--- src/rtl/fir_ctrl_pkg.sv ---
// rtl/fir_ctrl_pkg.sv - shared register map, status bits and read-FSM states for the FIR controller
package fir_ctrl_pkg;

  // Byte offsets in the AXI-Lite register map
  localparam logic [31:0] ADDR_AP_CTRL  = 32'h0000_0000;
  localparam logic [31:0] ADDR_DLEN     = 32'h0000_0010;
  localparam logic [31:0] ADDR_TNUM     = 32'h0000_0014;
  localparam logic [31:0] ADDR_TAP_BASE = 32'h0000_0080;

  // ap_ctrl bit positions
  localparam int AP_START_BIT = 0;
  localparam int AP_DONE_BIT  = 1;
  localparam int AP_IDLE_BIT  = 2;

  // Returned for host tap reads while the engine owns the RAM port
  localparam logic [31:0] BUSY_READ_VAL = 32'hFFFF_FFFF;

  typedef enum logic [1:0] {
    R_IDLE,
    R_WAIT,
    R_DATA
  } rd_state_t;

  // True when a zero-extended byte address falls inside the coefficient window
  function automatic logic in_tap_window(input logic [31:0] addr, input logic [31:0] tap_bytes);
    return (addr >= ADDR_TAP_BASE) && (addr < (ADDR_TAP_BASE + tap_bytes));
  endfunction

endpackage

--- src/rtl/fir_axil_rd.sv ---
// rtl/fir_axil_rd.sv - AXI-Lite read channel: accept, one wait cycle for the tap RAM, then hold rdata
module fir_axil_rd
  import fir_ctrl_pkg::*;
#(
  parameter int pADDR_WIDTH = 12,
  parameter int pDATA_WIDTH = 32,
  parameter int Tape_Num    = 32
) (
  input  logic                   axis_clk,
  input  logic                   axis_rst_n,
  input  logic                   arvalid,
  input  logic [pADDR_WIDTH-1:0] araddr,
  output logic                   arready,
  output logic                   rvalid,
  input  logic                   rready,
  output logic [pDATA_WIDTH-1:0] rdata,
  input  logic                   ar_block,
  input  logic                   busy,
  input  logic [pDATA_WIDTH-1:0] ap_ctrl_val,
  input  logic [pDATA_WIDTH-1:0] data_length,
  input  logic [pDATA_WIDTH-1:0] tap_num,
  input  logic [pDATA_WIDTH-1:0] tap_Do,
  output logic                   rd_tap_req,
  output logic [pADDR_WIDTH-1:0] rd_tap_addr
);

  localparam logic [31:0] TAP_BYTES = 32'(4 * Tape_Num);

  rd_state_t              state;
  logic [31:0]            ar_ext;
  logic                   ar_in_tap;
  logic [31:0]            addr_q;
  logic                   is_tap_q;
  logic                   busy_q;
  logic [pDATA_WIDTH-1:0] reg_val;

  assign ar_ext    = 32'(araddr);
  assign ar_in_tap = in_tap_window(ar_ext, TAP_BYTES);

  // Accept only from idle, and yield to a tap write that owns the RAM this cycle
  assign arready     = axis_rst_n && (state == R_IDLE) && arvalid && !ar_block;
  assign rd_tap_req  = arready && ar_in_tap && !busy;
  assign rd_tap_addr = pADDR_WIDTH'(ar_ext - ADDR_TAP_BASE);

  // Register-side read value for the latched address; unmapped reads return zero
  always_comb begin
    reg_val = '0;
    if (addr_q == ADDR_AP_CTRL)   reg_val = ap_ctrl_val;
    else if (addr_q == ADDR_DLEN) reg_val = data_length;
    else if (addr_q == ADDR_TNUM) reg_val = tap_num;
  end

  // Read FSM: latch the request, capture RAM or register data, then hold until rready
  always_ff @(posedge axis_clk or negedge axis_rst_n) begin
    if (!axis_rst_n) begin
      state    <= R_IDLE;
      rvalid   <= 1'b0;
      rdata    <= '0;
      addr_q   <= '0;
      is_tap_q <= 1'b0;
      busy_q   <= 1'b0;
    end else begin
      case (state)
        R_IDLE: begin
          if (arready) begin
            addr_q   <= ar_ext;
            is_tap_q <= ar_in_tap;
            busy_q   <= busy;
            state    <= R_WAIT;
          end
        end
        R_WAIT: begin
          if (is_tap_q) rdata <= busy_q ? pDATA_WIDTH'(BUSY_READ_VAL) : tap_Do;
          else          rdata <= reg_val;
          rvalid <= 1'b1;
          state  <= R_DATA;
        end
        R_DATA: begin
          if (rready) begin
            rvalid <= 1'b0;
            state  <= R_IDLE;
          end
        end
        default: state <= R_IDLE;
      endcase
    end
  end

endmodule

--- src/rtl/fir_cfg_ctrl.sv ---
// rtl/fir_cfg_ctrl.sv - FIR configuration registers, start/done sequencing and tap-RAM port sharing
module fir_cfg_ctrl
  import fir_ctrl_pkg::*;
#(
  parameter int pADDR_WIDTH = 12,
  parameter int pDATA_WIDTH = 32,
  parameter int Tape_Num    = 32
) (
  input  logic                   axis_clk,
  input  logic                   axis_rst_n,
  input  logic                   awvalid,
  output logic                   awready,
  input  logic [pADDR_WIDTH-1:0] awaddr,
  input  logic                   wvalid,
  output logic                   wready,
  input  logic [pDATA_WIDTH-1:0] wdata,
  input  logic                   arvalid,
  output logic                   arready,
  input  logic [pADDR_WIDTH-1:0] araddr,
  output logic                   rvalid,
  input  logic                   rready,
  output logic [pDATA_WIDTH-1:0] rdata,
  output logic [3:0]             tap_WE,
  output logic                   tap_EN,
  output logic [pDATA_WIDTH-1:0] tap_Di,
  output logic [pADDR_WIDTH-1:0] tap_A,
  input  logic [pDATA_WIDTH-1:0] tap_Do,
  output logic                   eng_start,
  output logic [pDATA_WIDTH-1:0] eng_data_len,
  output logic [pDATA_WIDTH-1:0] eng_tap_num,
  input  logic                   eng_tap_en,
  input  logic [pADDR_WIDTH-1:0] eng_tap_A,
  output logic [pDATA_WIDTH-1:0] eng_tap_Do,
  input  logic                   eng_done
);

  localparam logic [31:0] TAP_BYTES = 32'(4 * Tape_Num);

  logic                   ap_start, ap_done, ap_idle;
  logic [pDATA_WIDTH-1:0] data_length, tap_num, ap_ctrl_val;
  logic [31:0]            aw_ext;
  logic                   wr_hs, tap_wr_commit, start_acc;
  logic                   rd_tap_req;
  logic [pADDR_WIDTH-1:0] rd_tap_addr;

  assign aw_ext        = 32'(awaddr);
  assign wr_hs         = axis_rst_n && awvalid && wvalid;
  assign awready       = wr_hs;
  assign wready        = wr_hs;
  assign tap_wr_commit = wr_hs && ap_idle && in_tap_window(aw_ext, TAP_BYTES);
  assign start_acc     = wr_hs && ap_idle && (aw_ext == ADDR_AP_CTRL) && wdata[AP_START_BIT];

  assign eng_data_len = data_length;
  assign eng_tap_num  = tap_num;
  assign eng_tap_Do   = tap_Do;

  // Assemble the ap_ctrl read word from the status bits
  always_comb begin
    ap_ctrl_val               = '0;
    ap_ctrl_val[AP_START_BIT] = ap_start;
    ap_ctrl_val[AP_DONE_BIT]  = ap_done;
    ap_ctrl_val[AP_IDLE_BIT]  = ap_idle;
  end

  // Tap RAM port: engine while busy, otherwise host write first, then host read
  always_comb begin
    tap_WE = 4'h0;
    tap_EN = 1'b0;
    tap_A  = '0;
    tap_Di = '0;
    if (axis_rst_n) begin
      if (!ap_idle) begin
        tap_EN = eng_tap_en;
        tap_A  = eng_tap_A;
      end else if (tap_wr_commit) begin
        tap_EN = 1'b1;
        tap_WE = 4'hF;
        tap_A  = pADDR_WIDTH'(aw_ext - ADDR_TAP_BASE);
        tap_Di = wdata;
      end else if (rd_tap_req) begin
        tap_EN = 1'b1;
        tap_A  = rd_tap_addr;
      end
    end
  end

  // Run configuration is frozen while the engine is busy
  always_ff @(posedge axis_clk or negedge axis_rst_n) begin
    if (!axis_rst_n) begin
      data_length <= '0;
      tap_num     <= '0;
    end else if (wr_hs && ap_idle) begin
      if (aw_ext == ADDR_DLEN) data_length <= wdata;
      if (aw_ext == ADDR_TNUM) tap_num     <= wdata;
    end
  end

  // Start/done sequencing; a done pulse is only meaningful while a run is in progress
  always_ff @(posedge axis_clk or negedge axis_rst_n) begin
    if (!axis_rst_n) begin
      ap_start  <= 1'b0;
      ap_done   <= 1'b0;
      ap_idle   <= 1'b1;
      eng_start <= 1'b0;
    end else begin
      eng_start <= start_acc;
      if (eng_start) ap_start <= 1'b0;
      if (eng_done && !ap_idle) begin
        ap_done <= 1'b1;
        ap_idle <= 1'b1;
      end else if (start_acc) begin
        ap_start <= 1'b1;
        ap_done  <= 1'b0;
        ap_idle  <= 1'b0;
      end
    end
  end

  fir_axil_rd #(
    .pADDR_WIDTH(pADDR_WIDTH),
    .pDATA_WIDTH(pDATA_WIDTH),
    .Tape_Num   (Tape_Num)
  ) u_rd (
    .axis_clk   (axis_clk),
    .axis_rst_n (axis_rst_n),
    .arvalid    (arvalid),
    .araddr     (araddr),
    .arready    (arready),
    .rvalid     (rvalid),
    .rready     (rready),
    .rdata      (rdata),
    .ar_block   (tap_wr_commit && in_tap_window(32'(araddr), TAP_BYTES)),
    .busy       (!ap_idle),
    .ap_ctrl_val(ap_ctrl_val),
    .data_length(data_length),
    .tap_num    (tap_num),
    .tap_Do     (tap_Do),
    .rd_tap_req (rd_tap_req),
    .rd_tap_addr(rd_tap_addr)
  );

endmodule

--- config.mk ---
export PLATFORM = sky130hd
export DESIGN_NAME = fir_cfg_ctrl
export DESIGN_NICKNAME = d
export VERILOG_FILES = /design/src/rtl/fir_ctrl_pkg.sv /design/src/rtl/fir_axil_rd.sv /design/src/rtl/fir_cfg_ctrl.sv
export SDC_FILE = /design/constraint.sdc
export NUM_CORES = 1
export LEC_CHECK = 0
export CAP_MARGIN = 20
export CELL_PAD_IN_SITES_DETAIL_PLACEMENT = 0
export CELL_PAD_IN_SITES_GLOBAL_PLACEMENT = 1
export CORE_AREA = 2 2 144 146
export DETAILED_ROUTE_END_ITERATION = 7
export DIE_AREA = 0 0 146 148
export MAX_ROUTING_LAYER = met4
export PLACE_DENSITY_LB_ADDON = 0.1
export SYNTH_ARGS = -nofsm -noshare
export SYNTH_HDL_FRONTEND = slang
export SYNTH_HIERARCHICAL = 1
export SYNTH_SLANG_ARGS = --single-unit
--- constraint.sdc ---
create_clock -name axis_clk -period 10.19 [get_ports axis_clk]
set_input_delay 2.038 -clock axis_clk [delete_from_list [all_inputs] [get_ports axis_clk]]
set_output_delay 2.038 -clock axis_clk [all_outputs]
set_load 0.05 [all_outputs]
### After elaboration in Yosys (flattened, before gate mapping)

Index checks and enable logic that the tools add are counted.
W data, S select, Z words.

* equality and inequality tests: 8
* reductions and logical operators: 27
* divide/modulo/power cells: 0
* mux-type cells: 29
* $add $sub $neg: 2
* bitwise logic cells: 0
* order comparisons: 4
* shift operators: 0
* multiply operators: 0

Operators by type and width (number)
* $mux W32: 8
* $logic_not A32 Y1: 2
* $eq A12 B5 Y1 const B: 4
* $mux W12: 4
* $ge A12 B8 Y1 const B: 2
* $lt A12 B9 Y1 const B: 2
* $sub A12 B8 Y12 const B: 2
* $logic_and A1 B1 Y1: 15
* $mux W4: 3
* $mux W1: 10
* $reduce_and A2 Y1: 5
* $pmux W2 S3: 1
* $mux W2: 2
* $reduce_bool A2 Y1: 2
* $eq A2 B1 Y1 const B: 1
* $eq A2 B2 Y1 const B: 1
* $logic_not A1 Y1: 2
* $logic_not A2 Y1: 1
* $ne A2 B1 Y1 const B: 1
* $ne A2 B2 Y1 const B: 1
* $pmux W1 S2: 1

* latch bits: 0
* output and inout bits: 182
* bits of input ports: 108
* memory bits (writable): 0
* memories: 0
* bits in registers: 117
* word-level logic and storage cells: 82
* memory bits (read-only): 0

### Logic depth before layout (Yosys ltp)

Gate-level depths: netlist (run 1).

* word-level depth: 13
* mapped depth: 14
* gate-level depth less buffers: 13

### Modules after synthesis

Netlist (run 1), hierarchy kept.

Modules (own cells, without submodules)
* fir_cfg_ctrl: cells each 298, times used 1, seq. area each 1702.9 um2, area each 3708.6 um2
* fir_axil_rd: cells each 293, times used 1, seq. area each 1226.2 um2, area each 3025.4 um2

### Worst setup path before layout (run 1)

Ideal clock, no wire load.

* path kind: input port to output port
* from: input port wvalid
* to: output port tap_A[10]
* stages on the path: 13
* arrival: 6.094 ns
* slack: 2.058 ns
* data required time: 8.152 ns
* buffers on the path: 3
* cells stage by stage: and3_1 > buf_2 > nand4_2 > a21o_1 > inv_2 > and3_1 > nor4_2 > buf_2 > nand3_1 > nor3_1 > clkbuf_1 > nand2_1 > a311oi_1

* word-level cells in the longest chain between the ends: 12

RTL lines
* start, declared: RTL line fir_cfg_ctrl.sv:14 `input logic wvalid,`
* $logic_and A1 B1 Y1: RTL line fir_cfg_ctrl.sv:47 `assign wr_hs = axis_rst_n && awvalid && wvalid;`
* via awready: RTL line fir_cfg_ctrl.sv:12 `output logic awready,`
* $logic_and A1 B1 Y1 (2 in a row): RTL line fir_cfg_ctrl.sv:50 `assign tap_wr_commit = wr_hs && ap_idle && in_tap_window(aw_ext, TAP_BYTES);`
* $logic_and A1 B1 Y1: RTL line fir_cfg_ctrl.sv:132 `.ar_block (tap_wr_commit && in_tap_window(32'(araddr), TAP_BYTES)),`
* $logic_not A1 Y1: RTL line fir_axil_rd.sv:41 `assign arready = axis_rst_n && (state == R_IDLE) && arvalid && !ar_block;`
* $logic_and A1 B1 Y1: RTL line fir_axil_rd.sv:41
* via arready: RTL line fir_cfg_ctrl.sv:18 `output logic arready,`
* $logic_and A1 B1 Y1 (2 in a row): RTL line fir_axil_rd.sv:42 `assign rd_tap_req = arready && ar_in_tap && !busy;`
* via rd_tap_req: RTL line fir_cfg_ctrl.sv:43 `logic rd_tap_req;`
* $mux W12: RTL line fir_cfg_ctrl.sv:80 `end else if (rd_tap_req) begin`
* $mux W12: RTL line fir_cfg_ctrl.sv:75 `end else if (tap_wr_commit) begin`
* $mux W12: RTL line fir_cfg_ctrl.sv:72 `if (!ap_idle) begin`
* $mux W12: RTL line fir_cfg_ctrl.sv:71 `if (axis_rst_n) begin`
* end, declared: RTL line fir_cfg_ctrl.sv:26 `output logic [pADDR_WIDTH-1:0] tap_A,`

The timed path passes the listed nets, and every way through them passes these cells.

### Worst setup path in the final report (run 1)

* from: input port awaddr[8]
* to: output port tap_A[3]

* word-level cells in the longest chain between the ends: 12

RTL lines
* start, declared: RTL line fir_cfg_ctrl.sv:13 `input logic [pADDR_WIDTH-1:0] awaddr,`
* $ge A12 B8 Y1 or $lt A12 B9 Y1 (tied branches): RTL line fir_ctrl_pkg.sv:26 `return (addr >= ADDR_TAP_BASE) && (addr < (ADDR_TAP_BASE + tap_bytes));`
* $logic_and A1 B1 Y1 *: RTL line fir_ctrl_pkg.sv:26
* $logic_and A1 B1 Y1 *: RTL line fir_cfg_ctrl.sv:50
* $logic_and A1 B1 Y1 *: RTL line fir_cfg_ctrl.sv:132
* $logic_not A1 Y1 *: RTL line fir_axil_rd.sv:41
* $logic_and A1 B1 Y1 *: RTL line fir_axil_rd.sv:41
* $logic_and A1 B1 Y1 * (2 in a row): RTL line fir_axil_rd.sv:42
* via rd_tap_req: RTL line fir_cfg_ctrl.sv:43
* $mux W12 *: RTL line fir_cfg_ctrl.sv:80
* $mux W12 *: RTL line fir_cfg_ctrl.sv:75
* $mux W12 *: RTL line fir_cfg_ctrl.sv:72
* $mux W12 *: RTL line fir_cfg_ctrl.sv:71

The timed path passes the listed nets; every way through them passes the cells marked *.

==> reports/metrics.yaml, run 1 <==
grt_max_degree: 73
min_period_ps: 8490
synthTopCellsByArea: "dfrtp_1, mux2_2, mux2_4, a31oi_2, buf_4"
dpl_cell_area_um2: 9560
die_w_um: 146
grtUsageTotal: 0.214
worst_hold_slack_ps: 459
swShare: 0.346
yosysMostFrequentCell: "dfrtp_1"
max-slew-margin-rel: 0.280
synthFlopType: "dfrtp_1"
final_cell_area_um2: 10200
place_congestion: 0.866
clock.fmax_mhz: 118
num_antenna_cells: 0
min_path_cells: 1
postCtsSetupRepairBufs: 0
drt-initial-drc-count: 270
rows: 52
critPathBufInv: 6
p_switching_mw: 0.623
synthAdderAreaFrac: 0.00743
nNetsFinal: 965
drv_cap: 0
cts_buffer_depth: 2
critPathKind: "primary input to primary output"
clkSinkCount: 117
clkLatencyLatePin_ps: 420
postSynth.asyncResetShare: 1.00
avgSynthCellArea_um2: 11.4
path_max_fanout: 37
p_seq_frac: 0.323
vdd_drop_max_uv: 115
hold_path_class: "flip-flop to flip-flop"
hold_violations: 0
worst_slew_pin_slew_ps: 1080
grt_pass1_wl_mm: 34.7
grt-ovfl-total: 0
synth_warnings: 6
synth_edf_count: 0
antenna_found_initial: 0
synth-xor-area-share: 0.00520
synth-seq-cells: 117
synth_top_cell_by_area: "dfrtp_1"
rsz0062_at_grt: "false"
initial_utilization: 0.336
cp-start-kind: "primary input"
post_cts_resized: 0
netlist_top_cells_count: "dfrtp_1, mux2_2, nand2_1"
critPathMaxStageDelay_ps: 850
skew_ps: 10.4
seq_area_um2: 2930
finalMaxSlewViolations: 0
period_share: 0.833
chipHeight_um: 148
place.detailed.hpwl_mm: 15.3
synthCells: 591
grt_pass1_vias: 5980
drtPass1Iterations: 6
ant_nets: 0
r2r_cells: 8
cts-root-buf: "clkbuf_16"
crit_cells: 17
critical_path_arrival_ps: 6450
ios: 290
power_density_nw_per_um2: 176
yosysSeqAreaShare: 0.435
required_ps: 8150
numCtsBuffers: 17
synthMuxAreaShare: 0.199
pwr-share-clk: 0.353
clkTransAtPathRegs_ps: 50
core_um2: 20000
crit_family: "buffers and inverters"
setup_viol: 0
fillers: 1839
internal_power_mw: 1.18
fp.dieArea_um2: 21600
viasPerCell: 4.95
drt-total-wl_mm: 22.3
vias: 5622
drive_gt1_frac: 0.229
synth_top_family_by_area: "multiplexers"
routedWlPerCell_um: 19.7
area_growth_pct: 51.6
htreeDepth: 4
syn-cell-area_um2: 6730
drc: 0
power_leakage_nw: 4.15
io_buffers: 289
reg2reg_slack_ps: 6980
yosys.area_share.simple: 0.130
fin_tns_setup_ps: 0
multi_input_area_um2: 3290
path_cells: "clkdlybuf4s50_1, inv_1, ha_1, nor4b_1, nand4_2, a21o_1, inv_2, and3_1, nor4_2, buf_4, nand3_1, nor3_1, buf_4, nand2_1, mux2_2, a31oi_1, clkdlybuf4s50_1"
synth_compound_area_frac: 0.127
synth.distinct_cells: 52
holdBufCountCts: 0
cp-end-kind: "primary output"
tritoncts: "done"
critical_path.slowest_cell: "clkdlybuf4s50_1"
synth_top_area_frac: 0.431
pwr-share-comb: 0.324
outcome: "completed"
==> layer usage <==
| layer | global-route usage | wire length (um) | vias up |
|---|---|---|---|
| met5 | - | 0 | - |
| met4 | 0.0587 | 276 | 0 |
| met3 | 0.0583 | 1500 | 21 |
| met2 | 0.355 | 11000 | 227 |
| met1 | 0.256 | 9600 | 2764 |
| li1 | - | - | 2610 |
==> registers in the layout, summed over array words and instances, names as in the netlist, 2 cells and up <==
register and cells:
eng_data_len 32, eng_tap_num 32, u_rd/addr_q 12, u_rd/rdata 32, u_rd/state 2
==> logic make-up after synthesis <==
kind of cell | after synthesis
AO/OA/AOI/OAI | 104
XOR/XNOR | 4
adder cells (fa/ha/maj) | 4
buffers and inverters | 97
flip-flops | 117
multiplexers | 109
other | 1
AND/OR/NAND/NOR | 155
==> power by group through the flow <==
stage                     Clock [mW]  Sequential, mW  Combinational, mW
after floorplan                    0           0.747              0.205
after global placement             0           0.590              0.577
after detailed placement           0           0.592              0.584
after CTS                      0.645           0.585              0.586
after global routing           0.674           0.593              0.611
final                          0.635           0.582              0.583
==> stage by stage <==
stage / power (mW) / utilization / instances / setup slack (ps)
global route: 1.88 / 0.509 / 1136 / 1400
CTS: 1.82 / 0.508 / 1135 / 1690
detailed placement: 1.18 / 0.477 / 1103 / 1740
finish: 1.80 / 0.509 / 1136 / 1700
floorplan: 0.952 / - / 619 / 2060
global placement: 1.17 / 0.477 / 1103 / 1760
==> area by class of cell <==
| class | instances | area share |
|---|---|---|
| multi-input combinational | 405 | 0.322 |
| timing repair buffer | 299 | 0.292 |
| sequential | 117 | 0.287 |
| clock buffer | 19 | 0.0434 |
| tap | 270 | 0.0331 |
| clock inverter | 13 | 0.0178 |
| inverter | 13 | 0.00478 |
==> final timing paths <==
check / start / endpoint
worst max-delay path: awaddr[8] / tap_A[3]
worst min-delay path: eng_start / ap_start
worst max register to register: ap_idle / u_rd/addr_q[9]
worst min register to register: eng_start / ap_start
max in group asynchronous: axis_rst_n / u_rd/rdata[10]
min in group asynchronous: axis_rst_n / u_rd/is_tap_q
==> placed cells by master (no fill, tap or decap), types with 5 or more instances in the layout <==
master,count
conb_1,29
nand3_1,35
clkdlybuf4s50_1,288
o22ai_1,40
o21ai_0,8
inv_1,12
and2_1,33
a31oi_1,5
a31oi_2,29
buf_4,10
dfrtp_1,115
clkbuf_16,17
nand2_1,49
mux2_2,77
mux2_4,30
nor2_1,6
a311oi_1,9
Power figures use the tool's default switching activity.
==> inputs of run 2 (changes only) <==
--- a/config.mk
+++ b/config.mk
@@ -8,9 +8,9 @@
 export CAP_MARGIN = 20
 export CELL_PAD_IN_SITES_DETAIL_PLACEMENT = 0
 export CELL_PAD_IN_SITES_GLOBAL_PLACEMENT = 1
-export CORE_AREA = 2 2 144 146
+export CORE_AREA = 2 2 156 158
 export DETAILED_ROUTE_END_ITERATION = 7
-export DIE_AREA = 0 0 146 148
+export DIE_AREA = 0 0 158 160
 export MAX_ROUTING_LAYER = met4
 export PLACE_DENSITY_LB_ADDON = 0.1
 export SYNTH_ARGS = -nofsm -noshare
==> constraint.sdc (replaced) <==
create_clock -name axis_clk -period 7.8 [get_ports axis_clk]
set_input_delay 1.56 -clock axis_clk [delete_from_list [all_inputs] [get_ports axis_clk]]
set_output_delay 1.56 -clock axis_clk [all_outputs]
set_load 0.05 [all_outputs]
==> run 2 against run 1 <==
- non-clock buffer count up 1
- highest routed layer unchanged
- largest cell class unchanged
- utilization down 7.0 points
- first-iteration DRC count down 29%
==> reports/metrics.yaml, run 2 (same netlist as run 1, synthesis figures left out) <==
ios: 290  # unchanged
drv_cap: 0  # unchanged
hold_violations: 0  # unchanged
critPathBufInv: 4  # -2
rows: 57  # +9.6%
hp-start: "eng_start"
htreeDepth: 4  # unchanged
rsz0062_at_grt: "false"
path_max_fanout: 37  # unchanged
rr_endpoint: "u_rd/addr_q[4]"
outcome: "completed"
postCtsSetupRepairBufs: 0  # unchanged
min_path_cells: 1  # unchanged
fillers: 2317  # +26%
cp-start-kind: "primary input"
initial_utilization: 0.283  # -0.0533
area_growth_pct: 55.3
critPathKind: "primary input to primary output"
crit_family: "buffers and inverters"
drive_gt1_frac: 0.246  # +0.0170
vias: 5639  # +0.30%
skew_ps: 11.6  # +1.20 ps
drt-total-wl_mm: 23.2  # +4.0%
place_congestion: 0.844  # -2.6%
clkSinkCount: 117  # unchanged
viasPerCell: 4.73  # -4.3%
vdd_drop_max_uv: 135  # +17%
cp-end-kind: "primary output"
num_antenna_cells: 0  # unchanged
min_period_ps: 6860
drc: 0  # unchanged
chipHeight_um: 160  # +8.1%
core_um2: 23800  # +19%
fin_tns_setup_ps: 0  # unchanged
critical_path.slowest_cell: "clkdlybuf4s50_1"
max-slew-margin-rel: 0.279  # -0.00116
fin_util: 0.439  # -0.0703
path_cells: "clkdlybuf4s50_1, ha_1, nor4b_1, nand4_2, a21o_1, inv_2, and3_1, nor4_4, nand3_1, nor3_1, buf_4, a21oi_1, a211oi_1, buf_12"
r2r_start: "ap_idle"
worst_slew_pin_slew_ps: 1080  # +1.74 ps
finalMaxSlewViolations: 0  # unchanged
grt_pass1_wl_mm: 34.9  # +0.66%
place.detailed.hpwl_mm: 16.0  # +4.9%
hold_path_class: "flip-flop to flip-flop"
numCtsBuffers: 17  # unchanged
nNetsFinal: 966  # +0.10%
critical_path_arrival_ps: 5300  # -1150 ps
setup_viol: 0  # unchanged
cts-root-buf: "clkbuf_16"
dp_worst_setup_slack_ps: 1010  # -724 ps
final_cell_mix: "clkdlybuf4s50_1, dfrtp_1, mux2_2"
power_density_nw_per_um2: 228  # +29%
period_share: 0.880
power_mw: 2.38  # +32%
antenna_found_initial: 0  # unchanged
die_w_um: 158  # +8.2%
layout_commonest_cell: "clkdlybuf4s50_1"
clkLatencyLatePin_ps: 420  # about the same
min_to: "ap_start"
clock.fmax_mhz: 146
fp.dieArea_um2: 25300  # +17%
r2r_cells: 8  # unchanged
post_cts_resized: 0  # unchanged
clkTransAtPathRegs_ps: 60  # about the same
drt-initial-drc-count: 193  # -29%
io_buffers: 289  # unchanged
grt-ovfl-total: 0  # unchanged
holdBufCountCts: 0  # unchanged
routedWlPerCell_um: 19.5  # -0.84%
grtUsageTotal: 0.189  # -0.0242
ant_nets: 0  # unchanged
grt_pass1_vias: 5978  # -0.033%
power_leakage_nw: 4.23  # +1.8%
drtPass1Iterations: 4  # -2
grt_max_degree: 53  # -27%
setup_ws_ps: 940  # -760 ps
tritoncts: "done"
cts_buffer_depth: 2  # unchanged
critPathMaxStageDelay_ps: 500  # -350 ps
required_ps: 6240  # -1910 ps
reg2reg_slack_ps: 4560  # -2420 ps
-- run 2: cell types whose count changed in the layout (fill, tap and decap cells not counted) --
cell | previous run | this run
nor4_2 | 2 | 1
clkdlybuf4s50_1 | 288 | 275
buf_12 | 1 | 15
clkbuf_1 | 1 | 0
inv_6 | 0 | 3
clkinvlp_4 | 2 | 3
clkinv_2 | 4 | 0
nor4_4 | 2 | 3
clkbuf_8 | 1 | 2
-- run 2: area by class of cell --
type                       instances  area (um2)  share of cell area
inverter                          13        48.8             0.00467
multi-input combinational        405        3300               0.315
clock buffer                      19         453              0.0433
sequential                       117        2930               0.280
timing repair buffer             300        3130               0.299
clock inverter                    13         195              0.0187
tap                              324         405              0.0388
-- run 2: worst max-delay path by stage --
stage / startpoint / to / slack, ps / cells past startpoint
final: awaddr[7] / tap_A[11] / 940 / 14
after global routing: awaddr[8] / tap_A[11] / 620 / 15
after CTS: awaddr[7] / tap_A[11] / 930 / 14
after detailed placement: awaddr[7] / tap_A[11] / 1010 / 14
after global placement: awaddr[8] / tap_A[3] / 1050 / 16
after floorplan: wvalid / tap_A[10] / 620 / 13
-- run 2: routing by layer --
metal  GRT usage  vias up  share of wire
li1            -     2612              -
met1       0.232     2798           0.43
met2       0.315      209           0.50
met3      0.0426       20          0.061
met4      0.0479        0          0.012
met5           -        -              0
-- run 2: stage by stage --
step / cell area [um2] / hold slack, ps / instances
after floorplan: 6840 / 459 / 619
after global placement: 9770 / 447 / 1157
after detailed placement: 9810 / 471 / 1159
after CTS: 10500 / 467 / 1191
after global routing: 10500 / 491 / 1191
final: 10500 / 457 / 1191
-- run 2: report_power, final --
group          internal, mW  total [mW]  switching, mW
sequential            0.691       0.763         0.0720
clock                 0.556       0.856          0.300
combinational         0.306       0.763          0.456
total                  1.55        2.38          0.829
